File: src/rtl/nway_mux_skid_if.sv
// nway_mux_skid_if
//   Handshake/data bundle for the N-way mux with skid buffer.
//   Upstream side:   in_valid, in_ready, sel, in_data (input k = in_data[k*WIDTH +: WIDTH])
//   Downstream side: out_valid, out_ready, out_data, out_sel
//   Modports: slave  = the mux block itself
//             master = the environment driving it (upstream source + downstream sink)
//   Handshake rule, both sides: a transfer happens at a rising clk edge exactly when
//   valid and ready are both 1; the source holds its payload while valid=1 and ready=0.
interface nway_mux_skid_if #(
  parameter int WIDTH = 32,
  parameter int N     = 4,
  localparam int SEL_W = $clog2(N)
);
  logic               in_valid;
  logic               in_ready;
  logic [SEL_W-1:0]   sel;
  logic [N*WIDTH-1:0] in_data;
  logic               out_valid;
  logic               out_ready;
  logic [WIDTH-1:0]   out_data;
  logic [SEL_W-1:0]   out_sel;

  modport slave (
    input  in_valid, sel, in_data, out_ready,
    output in_ready, out_valid, out_data, out_sel
  );

  modport master (
    output in_valid, sel, in_data, out_ready,
    input  in_ready, out_valid, out_data, out_sel
  );
endinterface

File: src/rtl/nway_mux_skid.sv
// nway_mux_skid
//   N-way WIDTH-bit selector with a registered output stage and a 2-entry skid
//   buffer (MAIN drives the outputs, SKID catches one extra word while stalled).
//   Ports:
//     clk       rising-edge clock
//     rst       synchronous active-high reset
//     bus       nway_mux_skid_if.slave: in_valid/in_ready/sel/in_data upstream,
//               out_valid/out_ready/out_data/out_sel downstream
//     err_clr   clears sel_err
//     sel_err   sticky flag: a select >= N was accepted
//     xfer_cnt  wrapping count of output handshakes
//     dbg_state occupancy state (EMPTY/ONE/FULL)
module nway_mux_skid #(
  parameter int WIDTH = 32,
  parameter int N     = 4,
  parameter int CNT_W = 16,
  localparam int SEL_W = $clog2(N)
) (
  input  logic              clk,
  input  logic              rst,
  nway_mux_skid_if.slave    bus,
  input  logic              err_clr,
  output logic              sel_err,
  output logic [CNT_W-1:0]  xfer_cnt,
  output logic [1:0]        dbg_state
);

  localparam logic [1:0] S_EMPTY = 2'd0;
  localparam logic [1:0] S_ONE   = 2'd1;
  localparam logic [1:0] S_FULL  = 2'd2;

  logic [1:0]       state_q, state_d;
  logic [WIDTH-1:0] main_data_q, main_data_d;
  logic [SEL_W-1:0] main_sel_q, main_sel_d;
  logic [WIDTH-1:0] skid_data_q, skid_data_d;
  logic [SEL_W-1:0] skid_sel_q, skid_sel_d;
  logic             in_ready_q;
  logic             sel_err_q, sel_err_d;
  logic [CNT_W-1:0] xfer_cnt_q;

  logic [WIDTH-1:0] word;
  logic             sel_illegal;
  logic             accept;
  logic             emit;

  // Out-of-range selects fall through the loop and leave word at zero.
  always_comb begin
    word = '0;
    for (int k = 0; k < N; k++) begin
      if (bus.sel == SEL_W'(k)) word = bus.in_data[k*WIDTH +: WIDTH];
    end
  end

  // Extra top bit so N itself is representable for the compare.
  assign sel_illegal = ({1'b0, bus.sel} >= (SEL_W+1)'(N));

  assign accept = bus.in_valid & in_ready_q;
  assign emit   = bus.out_valid & bus.out_ready;

  always_comb begin
    state_d     = state_q;
    main_data_d = main_data_q;
    main_sel_d  = main_sel_q;
    skid_data_d = skid_data_q;
    skid_sel_d  = skid_sel_q;
    case (state_q)
      S_EMPTY: begin
        if (accept) begin
          main_data_d = word;
          main_sel_d  = bus.sel;
          state_d     = S_ONE;
        end
      end
      S_ONE: begin
        if (accept && emit) begin
          main_data_d = word;
          main_sel_d  = bus.sel;
        end else if (accept) begin
          skid_data_d = word;
          skid_sel_d  = bus.sel;
          state_d     = S_FULL;
        end else if (emit) begin
          state_d = S_EMPTY;
        end
      end
      S_FULL: begin
        // in_ready is low here, so only the drain side can move.
        if (emit) begin
          main_data_d = skid_data_q;
          main_sel_d  = skid_sel_q;
          state_d     = S_ONE;
        end
      end
      default: state_d = S_EMPTY;
    endcase
  end

  // Set has priority over clear so an error in the clearing cycle is not lost.
  always_comb begin
    sel_err_d = sel_err_q;
    if (accept && sel_illegal) sel_err_d = 1'b1;
    else if (err_clr)          sel_err_d = 1'b0;
  end

  always_ff @(posedge clk) begin
    if (rst) begin
      state_q     <= S_EMPTY;
      main_data_q <= '0;
      main_sel_q  <= '0;
      skid_data_q <= '0;
      skid_sel_q  <= '0;
      in_ready_q  <= 1'b1;
      sel_err_q   <= 1'b0;
      xfer_cnt_q  <= '0;
    end else begin
      state_q     <= state_d;
      main_data_q <= main_data_d;
      main_sel_q  <= main_sel_d;
      skid_data_q <= skid_data_d;
      skid_sel_q  <= skid_sel_d;
      // Registered from next state: no combinational out_ready -> in_ready path.
      in_ready_q  <= (state_d != S_FULL);
      sel_err_q   <= sel_err_d;
      if (emit) xfer_cnt_q <= xfer_cnt_q + 1'b1;
    end
  end

  assign bus.in_ready  = in_ready_q;
  assign bus.out_valid = (state_q != S_EMPTY);
  assign bus.out_data  = main_data_q;
  assign bus.out_sel   = main_sel_q;
  assign sel_err       = sel_err_q;
  assign xfer_cnt      = xfer_cnt_q;
  assign dbg_state     = state_q;

endmodule

File: src/flat_wrapper.sv
// flat-port wrapper written by rule: the top's interface ports become plain ports
module nway_mux_skid_flat 
#(
  parameter int WIDTH = 32,
  parameter int N     = 4,
  parameter int CNT_W = 16,
  localparam int SEL_W = $clog2(N)
)
  (clk, rst, err_clr, sel_err, xfer_cnt, dbg_state, bus_in_valid, bus_sel, bus_in_data, bus_out_ready, bus_in_ready, bus_out_valid, bus_out_data, bus_out_sel);
  nway_mux_skid_if #(.WIDTH(WIDTH), .N(N)) bus_i ();
  input  logic clk;
  input  logic rst;
  input  logic err_clr;
  output logic sel_err;
  output logic [CNT_W-1:0] xfer_cnt;
  output logic [1:0] dbg_state;
  input wire logic [$bits(bus_i.in_valid)-1:0] bus_in_valid;
  input wire logic [$bits(bus_i.sel)-1:0] bus_sel;
  input wire logic [$bits(bus_i.in_data)-1:0] bus_in_data;
  input wire logic [$bits(bus_i.out_ready)-1:0] bus_out_ready;
  output wire logic [$bits(bus_i.in_ready)-1:0] bus_in_ready;
  output wire logic [$bits(bus_i.out_valid)-1:0] bus_out_valid;
  output wire logic [$bits(bus_i.out_data)-1:0] bus_out_data;
  output wire logic [$bits(bus_i.out_sel)-1:0] bus_out_sel;
  assign bus_i.in_valid = bus_in_valid;
  assign bus_i.sel = bus_sel;
  assign bus_i.in_data = bus_in_data;
  assign bus_i.out_ready = bus_out_ready;
  assign bus_in_ready = bus_i.in_ready;
  assign bus_out_valid = bus_i.out_valid;
  assign bus_out_data = bus_i.out_data;
  assign bus_out_sel = bus_i.out_sel;
  nway_mux_skid #(.WIDTH(WIDTH), .N(N), .CNT_W(CNT_W)) u_core (.clk(clk), .rst(rst), .bus(bus_i), .err_clr(err_clr), .sel_err(sel_err), .xfer_cnt(xfer_cnt), .dbg_state(dbg_state));
endmodule
File: config.mk
export PLATFORM = sky130hd
export DESIGN_NAME = nway_mux_skid_flat
export DESIGN_NICKNAME = d
export VERILOG_FILES = /design/src/rtl/nway_mux_skid_if.sv /design/src/rtl/nway_mux_skid.sv /design/src/flat_wrapper.sv
export SDC_FILE = /design/constraint.sdc
export NUM_CORES = 1
export LEC_CHECK = 0
export ABC_AREA = 1
export CORE_ASPECT_RATIO = 0.8
export CORE_UTILIZATION = 40
export CTS_BUF_LIST = sky130_fd_sc_hd__clkbuf_16
export DETAILED_ROUTE_END_ITERATION = 8
export MAX_ROUTING_LAYER = met4
export PLACE_DENSITY = 0.76
export SLEW_MARGIN = 5
export SYNTH_ARGS = -nofsm -noshare
export SYNTH_HDL_FRONTEND = slang
export SYNTH_SLANG_ARGS = --single-unit
File: constraint.sdc
create_clock -name clk -period 3.2 [get_ports clk]
set_clock_uncertainty 0.15 [all_clocks]
set_input_delay 0.8 -clock clk [delete_from_list [all_inputs] [get_ports clk]]
set_output_delay 0.8 -clock clk [all_outputs]
set_load 0.05 [all_outputs]
# Yosys cells after proc, flatten, opt, wreduce, memory -nomap -nowiden
# Index checks and enable logic that the tools add are counted.
[classes]
n_lt_le_gt_ge = 0
bitwise = 3
n_addsub = 1
eq_ne = 9
div = 0
mux = 18
shift = 0
n_mul = 0
reduce_logical = 7
[op_table]
columns = ["cell", "n"]
rows = [
  ["32-bit two-way mux", 7],
  ["32-bit one-hot mux with 3 select lines", 1],
  ["16-bit by 1-bit adder with 16-bit output (second input constant)", 1],
  ["2-bit two-way mux", 8],
  ["2-bit one-hot mux with 3 select lines", 2],
  ["2-bit equality test (second input constant)", 3],
  ["2-bit by 1-bit inequality test with 1-bit output (second input constant)", 3],
  ["2-bit by 1-bit equality test with 1-bit output (second input constant)", 2],
  ["2-bit logical NOT", 2],
  ["4-bit AND reduction", 1],
  ["3-bit AND reduction", 1],
  ["3-bit nonzero test", 1],
  ["1-bit bitwise AND", 2],
  ["2-bit inequality test (second input constant)", 1],
  ["2-bit nonzero test", 1],
  ["1-bit logical AND", 1],
  ["1-bit NOT", 1],
]
[totals]
latchBits = 0
elab_cells = 45
mem_count = 0
mem_bits_rw = 0
romBits = 0
in_bits = 135
reg_bits = 87

# Longest topological paths before layout
# Gate-level depths: netlist of the first run.
[logic_depth]
word_depth = 7
ltp_mapped = 8
mapped_depth_nobuf = 8

# Least setup slack after synthesis of the first run
# No wires, ideal clock.
[synth_timing]
path_kind = "register to output"
from = "reg u_core.state_q[1], in the netlist u_core.dbg_state[1]"
to = "out bus_out_valid"
arrival_time_ns = 1.031
n_path_buf = 0
slack_ns = 1.219
stages_incl_launch_ff = 3
t_required_ns = 2.250
cell_sequence = "dfxtp_1 inv_2 nand2_2"
[synth_between]
elab_chain_cells = 1
[synth_lines]
columns = ["item", "line_no", "rtl"]
rows = [
  ["start, declared", "nway_mux_skid.sv:32", "logic [1:0] state_q, state_d;"],
  ["start signal, assigned", "nway_mux_skid.sv:116", "state_q <= state_d;"],
  ["2-bit nonzero test", "nway_mux_skid.sv:129", "assign bus.out_valid = (state_q != S_EMPTY);"],
  ["end, declared", "flat_wrapper.sv:22", "output wire logic [$bits(bus_i.out_valid)-1:0] bus_out_valid;"],
]
# No other way between the ends.

# Worst setup path after layout of the first run
# Ends and elaborated chain as after synthesis.

==> summary.md, run 1 <==
| Metric | Value |
|---|---|
| Synth top area cells | dfxtp_1, o21ai_0, a21oi_1, nand2_1, nand3_1 |
| Slew Viols, Final | 0 |
| RD Place Congestion | 0.887 |
| Number of top-level pins | 190 |
| Crit share post-route | 0.839 |
| Fin. Hold Viols | 0 |
| Avg Cell Area, Syn | 6.92 sq um |
| Post-layout util | 0.615 |
| Placed cell count | 943 |
| Status | finished clean |
| ANT cells | 0 |
| Starting Density | 0.411 |
| Die area | 0.0116 sq mm |
| Worst VDD drop | 0.247 mV |
| Count of final setup violators | 0 |
| CP Capture Type | output port |
| Global route overflow | 0 |
| Max_cap viols | 0 |
| Startpoint types | register |
| Distinct cells, synth | 28 |
| # rows | 34 |
| Wirelength per Cell | 16.5 um |
| Final nets | 946 |
| Drt total wl | 15.8 mm |
| H-tree Lvls | 3 |
| Die Wd | 120 um |
| TritonCTS buffer count | 9 |
| Crit path time final | 2.68 ns |
| Hold Path Origin | u_core.bus.out_sel[0] |
| Area of the multi-input gates | 0.00237 sq mm |
| CP arrival | 1.73 ns |
| Fin cells | 959 |
| Rel. slew slack | 0.225 |
| YS warnings | 0 |
| RR Startpoint | u_core.dbg_state[1] |
| Count of cells resized by post-cts repair | 0 |
| CTS tree | built |
| PD cells | 431 mW/mm^2 |
| Min-Delay Path Class | reg -> reg |
| Clk_lat worst skew | 0.34 ns |
| CP Max Fanout | 5 |
| Crit path max-delay family | buffers and inverters |
| Max incr delay on CP | 0.80 ns |
| Critical Path RT | 2.25 ns |
| Worst slew pin tran | 1.16 ns |
| Achievable clock frequency | 0.373 GHz |
| Postcts setup bufs | 0 |
| CP Cell Sequence | inv_2 -> nand2_2 -> clkdlybuf4s50_1 |
| DR vias | 5298 |
| Critical Path Source | u_core.dbg_state[1] |
| Sum of negative setup slack | 0 ns |
| Synth Cell Area | 0.00446 sq mm |
| Static Leak | 2.52 nW |
| CP max stage cell | clkdlybuf4s50_1 |
| Storage cell area | 0.00174 sq mm |
| Initial antenna violation count | 0 |
| Area grow syn2layout | 49.7% |
| Post-route ant nets | 0 |
| CTS Buffer Depth | 2 |
| Share of the synthesized area in the top cell type | 0.391 |
| Sink Count | 87 |
| Final total power | 2.88 mW |
| Vias in the first global route | 4990 |
| Gr usage total | 0.275 |
| Core ar. | 0.0108 sq mm |
| RSZ-0062 raised after global routing | false |
| Clock root buffer | clkbuf_16 |
| DR vias/cell | 5.52 |
| # hold bufs at CTS | 0 |
| Worst path bufs/invs | 2 |
| Synth area leader | dfxtp_1 |
| Cells after Synth | 644 |
| Post-synth ARST share | 0 |
| Pre-Repair DR Iteration Count | 5 |
| Leading register cell type out of synthesis | dfxtp_1 |
| Hpwl dp | 10.9 mm |
| First-pass GRT wire length | 24.1 mm |
| Critical path class | reg -> out |
| Register area share after synthesis | 0.391 |
| Clock slew at reported path FFs | 0.06 ns |
| Port bufs | 187 |
| Initial drt markers | 474 |
| Die height | 96.4 um |
| Post-synth EDFFs | 0 |
| Mapped Nets | 780 |
| Fillcell total | 944 |
| Pin count of the biggest net entering global routing | 67 |
| DRC violations left | 0 |
| Synth Register Bits | 87 |
| Share of cells above drive strength 1 | 0.0675 |
[power by group]
group	internal (mW)	switching (mW)	leakage, nW	total [mW]
clock network	0.512	0.421	0.133	0.933
registers	1.15	0.0362	0.712	1.18
logic	0.325	0.436	1.67	0.761
total	1.98	0.893	2.52	2.88
[cells in the mapped netlist, types with 6 or more instances]
library cell / instances
nand3_1: 45
clkbuf_1: 18
or2_2: 7
buf_4: 9
a21oi_1: 109
inv_2: 7
dfxtp_1: 87
o21ai_1: 9
buf_2: 18
o21ai_0: 120
o211ai_1: 23
nand2_1: 107
nand4_1: 6
inv_1: 25
nor2_1: 31
[state kept, by name, summed over array words and instances, names as in the netlist]
name                 flops
u_core.bus.out_data     32
u_core.skid_data_q      32
u_core.xfer_cnt         16
u_core.bus.out_sel       2
u_core.dbg_state         2
u_core.skid_sel_q        2
u_core.bus.in_ready      1
[routing by layer]
metal,global-route usage,wire length (um),share of wire,up-vias
li1,-,-,-,2560
met1,0.325,6710,0.42,2464
met2,0.459,7440,0.47,240
met3,0.0540,1360,0.086,34
met4,0.118,308,0.019,0
met5,-,0,0,-
[path summary, 6_finish.rpt]
| path | to | slack [ns] | depth (start not counted) |
|---|---|---|---|
| worst min register to register | u_core.bus.out_sel[0] | 0.35 | 2 |
| worst min-delay path | u_core.bus.out_sel[0] | 0.35 | 2 |
| worst max register to register | u_core.bus.out_data[3] | 1.23 | 4 |
| worst max-delay path | bus_out_valid | 0.52 | 3 |
[cell usage in the layout (no fill, tap or decap), types with 7 or more instances in the layout]
| master | n |
|---|---|
| nand3_1 | 45 |
| clkdlybuf4s50_1 | 187 |
| o21ai_1 | 9 |
| nor2_1 | 31 |
| inv_1 | 26 |
| o21ai_0 | 120 |
| inv_2 | 8 |
| a21oi_1 | 109 |
| o211ai_1 | 23 |
| buf_4 | 12 |
| dfxtp_1 | 87 |
| nand2_1 | 107 |
| clkbuf_16 | 9 |
| or2_2 | 7 |
[worst register-to-register path, delay by kind of cell, from the launching register on]
kind                   cells  cell delay [ns]
AO/OA/AOI/OAI              2             0.40
AND/OR/NAND/NOR            1             0.10
flip-flops                 1             0.42
buffers and inverters      1             0.84
[per-stage QoR]
stage | hold WS, ns | instance area, sq um | worst slack [ns]
floorplan | 0.342 | 4460 | 1.22
global placement | 0.329 | 6410 | 0.358
detailed placement | 0.342 | 6410 | 0.278
CTS | 0.351 | 6670 | 0.512
global route | 0.369 | 6670 | 0.441
finish | 0.350 | 6670 | 0.517
[cell families (layout without fill, tap and decap cells)]
family / after synthesis / in the layout / synth area share
flops: 87 / 87 / 0.391
buf+inv: 78 / 249 / 0.0783
simple gates: 214 / 214 / 0.217
other cells: 1 / 1 / 0.000842
compound gates: 262 / 262 / 0.308
fa+ha+maj: 1 / 1 / 0.00281
xor+xnor: 1 / 1 / 0.00197
[cell type report]
type,count,area share
Inverter,32,0.0180
Timing Repair Buffer,201,0.300
Clock inverter,7,0.00488
Tap cell,144,0.0270
Sequential cell,87,0.261
Multi-Input combinational cell,479,0.355
Clock buffer,9,0.0338
(Power assumes the default switching activity.)
==> run 2: changes to the inputs <==
--- a/config.mk
+++ b/config.mk
@@ -7,11 +7,11 @@
 export LEC_CHECK = 0
 export ABC_AREA = 1
 export CORE_ASPECT_RATIO = 0.8
-export CORE_UTILIZATION = 40
+export CORE_UTILIZATION = 39
 export CTS_BUF_LIST = sky130_fd_sc_hd__clkbuf_16
 export DETAILED_ROUTE_END_ITERATION = 8
 export MAX_ROUTING_LAYER = met4
-export PLACE_DENSITY = 0.76
+export PLACE_DENSITY = 0.78
 export SLEW_MARGIN = 5
 export SYNTH_ARGS = -nofsm -noshare
 export SYNTH_HDL_FRONTEND = slang
==> constraint.sdc (replaced) <==
create_clock -name clk -period 2.3 [get_ports clk]
set_clock_uncertainty 0.15 [all_clocks]
set_input_delay 0.575 -clock clk [delete_from_list [all_inputs] [get_ports clk]]
set_output_delay 0.575 -clock clk [all_outputs]
set_load 0.05 [all_outputs]
==> summary.md, run 2 (same netlist as run 1, synthesis figures left out) <==
| Metric | Value |
|---|---|
| Critical Path Source | u_core.bus.out_data[17] (was u_core.dbg_state[1]) |
| Achievable clock frequency | 0.442 GHz |
| Min-Delay Path Class | reg -> reg (unchanged) |
| Most frequent cells in the layout | clkdlybuf4s50_1, o21ai_0, a21oi_1 (unchanged) |
| CP Cell Sequence | clkdlybuf4s50_1 (was inv_2 -> nand2_2 -> clkdlybuf4s50_1) |
| DRC violations left | 0 (unchanged) |
| Hpwl dp | 10.8 mm (was 10.9 mm) |
| CP Max Fanout | 2 (was 5) |
| Sink Count | 87 (unchanged) |
| Max incr delay on CP | 0.83 ns (was 0.80 ns) |
| First-pass GRT wire length | 24.3 mm (was 24.1 mm) |
| Initial drt markers | 397 (was 474) |
| CP arrival | 1.54 ns (was 1.73 ns) |
| Hold Slack | 0.347 ns (was 0.350 ns) |
| Gr usage total | 0.266 (was 0.275) |
| RR Startpoint | u_core.dbg_state[0] (was u_core.dbg_state[1]) |
| Worst VDD drop | 0.343 mV (was 0.247 mV) |
| ANT cells | 0 (unchanged) |
| Die height | 97.6 um (was 96.4 um) |
| Initial antenna violation count | 0 (unchanged) |
| Clock root buffer | clkbuf_16 (unchanged) |
| Max_cap viols | 0 (unchanged) |
| Critical path class | reg -> out (unchanged) |
| Global route overflow | 0 (unchanged) |
| Worst slew pin tran | 1.18 ns (was 1.16 ns) |
| Fillcell total | 976 (was 944) |
| Final nets | 956 (was 946) |
| Share of cells above drive strength 1 | 0.0933 (was 0.0675) |
| Slew Viols, Final | 0 (unchanged) |
| Static Leak | 2.67 nW (was 2.52 nW) |
| Pre-Repair DR Iteration Count | 5 (unchanged) |
| Count of final setup violators | 0 (unchanged) |
| Postcts setup bufs | 0 (unchanged) |
| Clk_lat worst skew | 0.34 ns (about the same) |
| Port bufs | 187 (unchanged) |
| Placed inst area | 0.00649 sq mm (was 0.00641 sq mm) |
| Number of top-level pins | 190 (unchanged) |
| CTS Buffer Depth | 2 (unchanged) |
| CP Capture Type | output port (unchanged) |
| RSZ-0062 raised after global routing | false (unchanged) |
| Core ar. | 0.0110 sq mm (was 0.0108 sq mm) |
| TritonCTS buffer count | 9 (unchanged) |
| Worst path bufs/invs | 1 (was 2) |
| Crit path time final | 2.26 ns |
| Critical Path RT | 1.57 ns (was 2.25 ns) |
| Post-route ant nets | 0 (unchanged) |
| Crit share post-route | 0.983 |
| Startpoint types | register (unchanged) |
| Status | finished clean (unchanged) |
| Die Wd | 122 um (was 120 um) |
| Vias in the first global route | 5045 (was 4990) |
| RD Place Congestion | 0.816 (was 0.887) |
| PD cells | 625 mW/mm^2 (was 431 mW/mm^2) |
| Clock slew at reported path FFs | 0.06 ns (about the same) |
| Starting Density | 0.406 (was 0.411) |
| Crit path max-delay family | buffers and inverters (unchanged) |
| Hold Path Origin | u_core.xfer_cnt[6] (was u_core.bus.out_sel[0]) |
| Die area | 0.0119 sq mm (was 0.0116 sq mm) |
| Placed cell count | 952 (was 943) |
| Pin count of the biggest net entering global routing | 81 (was 67) |
| Area grow syn2layout | 53.0% (was 49.7%) |
| Rel. slew slack | 0.213 (was 0.225) |
| Most common cell after layout, fill and taps aside | clkdlybuf4s50_1 (unchanged) |
| Wirelength per Cell | 16.1 um (was 16.5 um) |
| Fin cells | 969 (was 959) |
| DR vias | 5252 (was 5298) |
| # hold bufs at CTS | 0 (unchanged) |
| H-tree Lvls | 3 (unchanged) |
| Fin. Hold Viols | 0 (unchanged) |
| Finished Cell Area | 0.00682 sq mm (was 0.00667 sq mm) |
| Sum of negative setup slack | 0 ns (unchanged) |
| CTS tree | built (unchanged) |
| CP max stage cell | clkdlybuf4s50_1 (unchanged) |
| DR vias/cell | 5.42 (was 5.52) |
| # rows | 34 (unchanged) |
| Drt total wl | 15.6 mm (was 15.8 mm) |
==> run 2: cell count changes in the layout (fill, tap and decap cells not counted) <==
cell             change
buf_12               +3
buf_4               +16
bufinv_16            +2
clkdlybuf4s50_1     -17
clkinv_2             -1
clkinvlp_4           +1
dlygate4sd2_1        +5
dlymetal6s2s_1       +2
inv_1                -2
nor2_4               +1
==> run 2: power breakdown <==
group | internal, mW | switching, mW
sequential | 1.60 | 0.0497
clock | 0.942 | 0.597
combinational | 0.469 | 0.608
==> run 2: final timing paths <==
kind                                   to  slack, ns  cells after the start
setup / recovery         bus_out_data[17]       0.04                      1
hold / removal         u_core.xfer_cnt[6]       0.35                      2
setup reg to reg  u_core.bus.out_data[17]       0.31                      5
hold reg to reg        u_core.xfer_cnt[6]       0.35                      2
==> run 2: cell type report <==
| type | count | area [sq um] | area share |
|---|---|---|---|
| multi-input cells | 480 | 2380 | 0.349 |
| repair buffers | 210 | 2080 | 0.305 |
| flip-flops and latches | 87 | 1740 | 0.256 |
| clock buffers | 9 | 225 | 0.0330 |
| well taps | 144 | 180 | 0.0264 |
| inverters | 32 | 120 | 0.0176 |
| clock inverters | 7 | 87.6 | 0.0128 |
==> run 2: stage by stage <==
stage	setup WS, ns	util	power (mW)
after detailed placement	-0.324	0.592	2.74
after global routing	0.00255	0.621	4.42
after floorplan	0.346	-	2.25
final	0.0381	0.621	4.26
after CTS	0.0213	0.620	4.28
after global placement	-0.207	0.592	2.72
==> run 2: timing repair <==
| action | 4_1_cts | 5_1_grt |
|---|---|---|
| gates resized for setup | 5 | 3 |
| cloned | 0 | 1 |
| setup endpoints to repair | 5 | 47 |
==> run 2: per-layer routing <==
metal	vias to the layer above	global-route usage	routed length, um
met5	-	-	0
met1	2436	0.309	6880
met3	29	0.0622	1100
li1	2584	-	-
met2	203	0.440	7340
met4	0	0.106	310
==> run 3: changes to the inputs <==
--- a/config.mk
+++ b/config.mk
@@ -12,6 +12,7 @@
 export DETAILED_ROUTE_END_ITERATION = 8
 export MAX_ROUTING_LAYER = met4
 export PLACE_DENSITY = 0.78
+export SKIP_CTS_REPAIR_TIMING = 1
 export SLEW_MARGIN = 5
 export SYNTH_ARGS = -nofsm -noshare
 export SYNTH_HDL_FRONTEND = slang
==> summary.md, run 3 (same netlist as run 1, synthesis figures left out) <==
| Metric | Value |
|---|---|
| Wirelength per Cell | 16.1 um (about the same) |
| CP arrival | 1.53 ns (was 1.54 ns) |
| Worst path bufs/invs | 1 (unchanged) |
| R2R Setup Slk | 0.32 ns (was 0.31 ns) |
| # rows | 34 (unchanged) |
| Number of top-level pins | 190 (unchanged) |
| Startpoint types | register (unchanged) |
| CP Capture Type | output port (unchanged) |
| Rel. slew slack | 0.223 (was 0.213) |
| P_sw | 1.25 mW (about the same) |
| Vias in the first global route | 5045 (unchanged) |
| Starting Density | 0.406 (unchanged) |
| Sink Count | 87 (unchanged) |
| Most common cell after layout, fill and taps aside | clkdlybuf4s50_1 (unchanged) |
| Slew Viols, Final | 0 (unchanged) |
| CP Max Fanout | 2 (unchanged) |
| Placed inst area | 0.00649 sq mm (unchanged) |
| Hold Slack | 0.348 ns (was 0.347 ns) |
| Status | finished clean (unchanged) |
| Clock root buffer | clkbuf_16 (unchanged) |
| Worst setup margin | 0.0407 ns (was 0.0381 ns) |
| Count of final setup violators | 0 (unchanged) |
| Final total power | 4.26 mW (about the same) |
| Fin. Hold Viols | 0 (unchanged) |
| RSZ-0062 raised after global routing | false (unchanged) |
| Finished Cell Area | 0.00684 sq mm (was 0.00682 sq mm) |
| Max incr delay on CP | 0.83 ns (about the same) |
| Worst VDD drop | 0.343 mV (about the same) |
| Clock power frac | 0.360 (was 0.361) |
| Die height | 97.6 um (unchanged) |
| Hold Path Origin | u_core.xfer_cnt[6] (unchanged) |
| Crit share post-route | 0.982 (was 0.983) |
| Static Leak | 2.74 nW (was 2.67 nW) |
| TritonCTS buffer count | 9 (unchanged) |
| Final nets | 956 (unchanged) |
| DRC violations left | 0 (unchanged) |
| Initial drt markers | 421 (was 397) |
| CTS Buffer Depth | 2 (unchanged) |
| Pin count of the biggest net entering global routing | 81 (unchanged) |
| RD Place Congestion | 0.816 (unchanged) |
| Hpwl dp | 10.8 mm (unchanged) |
| Crit path max-delay family | buffers and inverters (unchanged) |
| Share of cells above drive strength 1 | 0.0933 (unchanged) |
| Hold-critical path depth | 2 (unchanged) |
| Net Sw Frac | 0.294 (about the same) |
| Post-route ant nets | 0 (unchanged) |
| Die area | 0.0119 sq mm (unchanged) |
| Port bufs | 187 (unchanged) |
| Post-layout util | 0.623 (was 0.621) |
| DR vias/cell | 5.43 (was 5.42) |
| Capturing point of the worst reg2reg path | u_core.bus.out_data[30] (was u_core.bus.out_data[17]) |
| RR Startpoint | u_core.dbg_state[0] (unchanged) |
| Initial antenna violation count | 0 (unchanged) |
| Dpl ws | -0.324 ns (unchanged) |
| Most frequent cells in the layout | clkdlybuf4s50_1, o21ai_0, a21oi_1 (unchanged) |
| Achievable clock frequency | 0.443 GHz (was 0.442 GHz) |
| Max_cap viols | 0 (unchanged) |
| H-tree Lvls | 3 (unchanged) |
| Die Wd | 122 um (unchanged) |
| Area grow syn2layout | 53.4% (was 53.0%) |
| Min-Delay Path Class | reg -> reg (unchanged) |
| Crit path time final | 2.26 ns (about the same) |
| Clock slew at reported path FFs | 0.06 ns (about the same) |
| CP max stage cell | clkdlybuf4s50_1 (unchanged) |
| First-pass GRT wire length | 24.3 mm (unchanged) |
| Global route overflow | 0 (unchanged) |
| Logic gate share of total power | 0.253 (about the same) |
| Drt total wl | 15.6 mm (about the same) |
| Worst slew pin tran | 1.16 ns (was 1.18 ns) |
| PD cells | 623 mW/mm^2 (was 625 mW/mm^2) |
| Seq pwr share | 0.387 (was 0.386) |
| Pre-Repair DR Iteration Count | 5 (unchanged) |
| Critical path class | reg -> out (unchanged) |
| CTS tree | built (unchanged) |
| Clk_lat worst skew | 0.34 ns (about the same) |
| CP Cell Sequence | clkdlybuf4s50_1 (unchanged) |
| Pint | 3.01 mW (about the same) |
| Critical Path RT | 1.57 ns (about the same) |
| Gr usage total | 0.266 (unchanged) |
| ANT cells | 0 (unchanged) |
| Hold EP | u_core.xfer_cnt[6] (unchanged) |
| Reg2Reg Depth | 5 (unchanged) |
| DR vias | 5259 (was 5252) |
| Core ar. | 0.0110 sq mm (unchanged) |
[run 3: cell count changes in the layout (fill, tap and decap cells not counted)]
cell	change
dlymetal6s2s_1	+5
dlygate4sd2_1	-5
[run 3: layout make-up]
class                      count  area, sq um
fill                         974         4140
multi-input combinational    480         2380
timing repair buffer         210         2100
sequential                    87         1740
clock buffer                   9          225
tap                          144          180
inverter                      32          120
clock inverter                 7         87.6
[run 3: how the worst max path moves through the flow]
stage	cells past startpoint	end	slack, ns	from
3_5_place_dp	6	u_core.bus.out_data[0]	-0.32	bus_sel[0]
4_1_cts	1	xfer_cnt[4]	-0.03	u_core.xfer_cnt[4]
5_1_grt	1	bus_in_ready	0.003	u_core.bus.in_ready
3_3_place_gp	6	u_core.bus.out_data[4]	-0.21	bus_sel[0]
6_report	1	bus_out_data[17]	0.04	u_core.bus.out_data[17]
2_1_floorplan	7	u_core.xfer_cnt[10]	0.35	u_core.dbg_state[1]
[run 3: per-layer routing]
layer	routed length, um	global-route usage	vias to the layer above
met5	0	-	-
met2	7300	0.440	226
li1	-	-	2582
met1	6780	0.309	2424
met3	1230	0.0622	27
met4	308	0.106	0
[run 3: power by group through the flow]
stage               combinational [mW]  clock (mW)  sequential [mW]
floorplan                        0.354           0             1.89
finish                            1.08        1.53             1.65
CTS                               1.07        1.56             1.65
global placement                  1.04           0             1.68
global route                      1.15        1.61             1.66
detailed placement                1.07           0             1.68
[run 3: per-stage QoR]
stage | cells | TNS (ns)
3_3_place_gp | 952 | -10.50
3_5_place_dp | 952 | -15.83
4_1_cts | 968 | -0.0940
5_1_grt | 969 | 0
6_report | 969 | 0
2_1_floorplan | 644 | 0
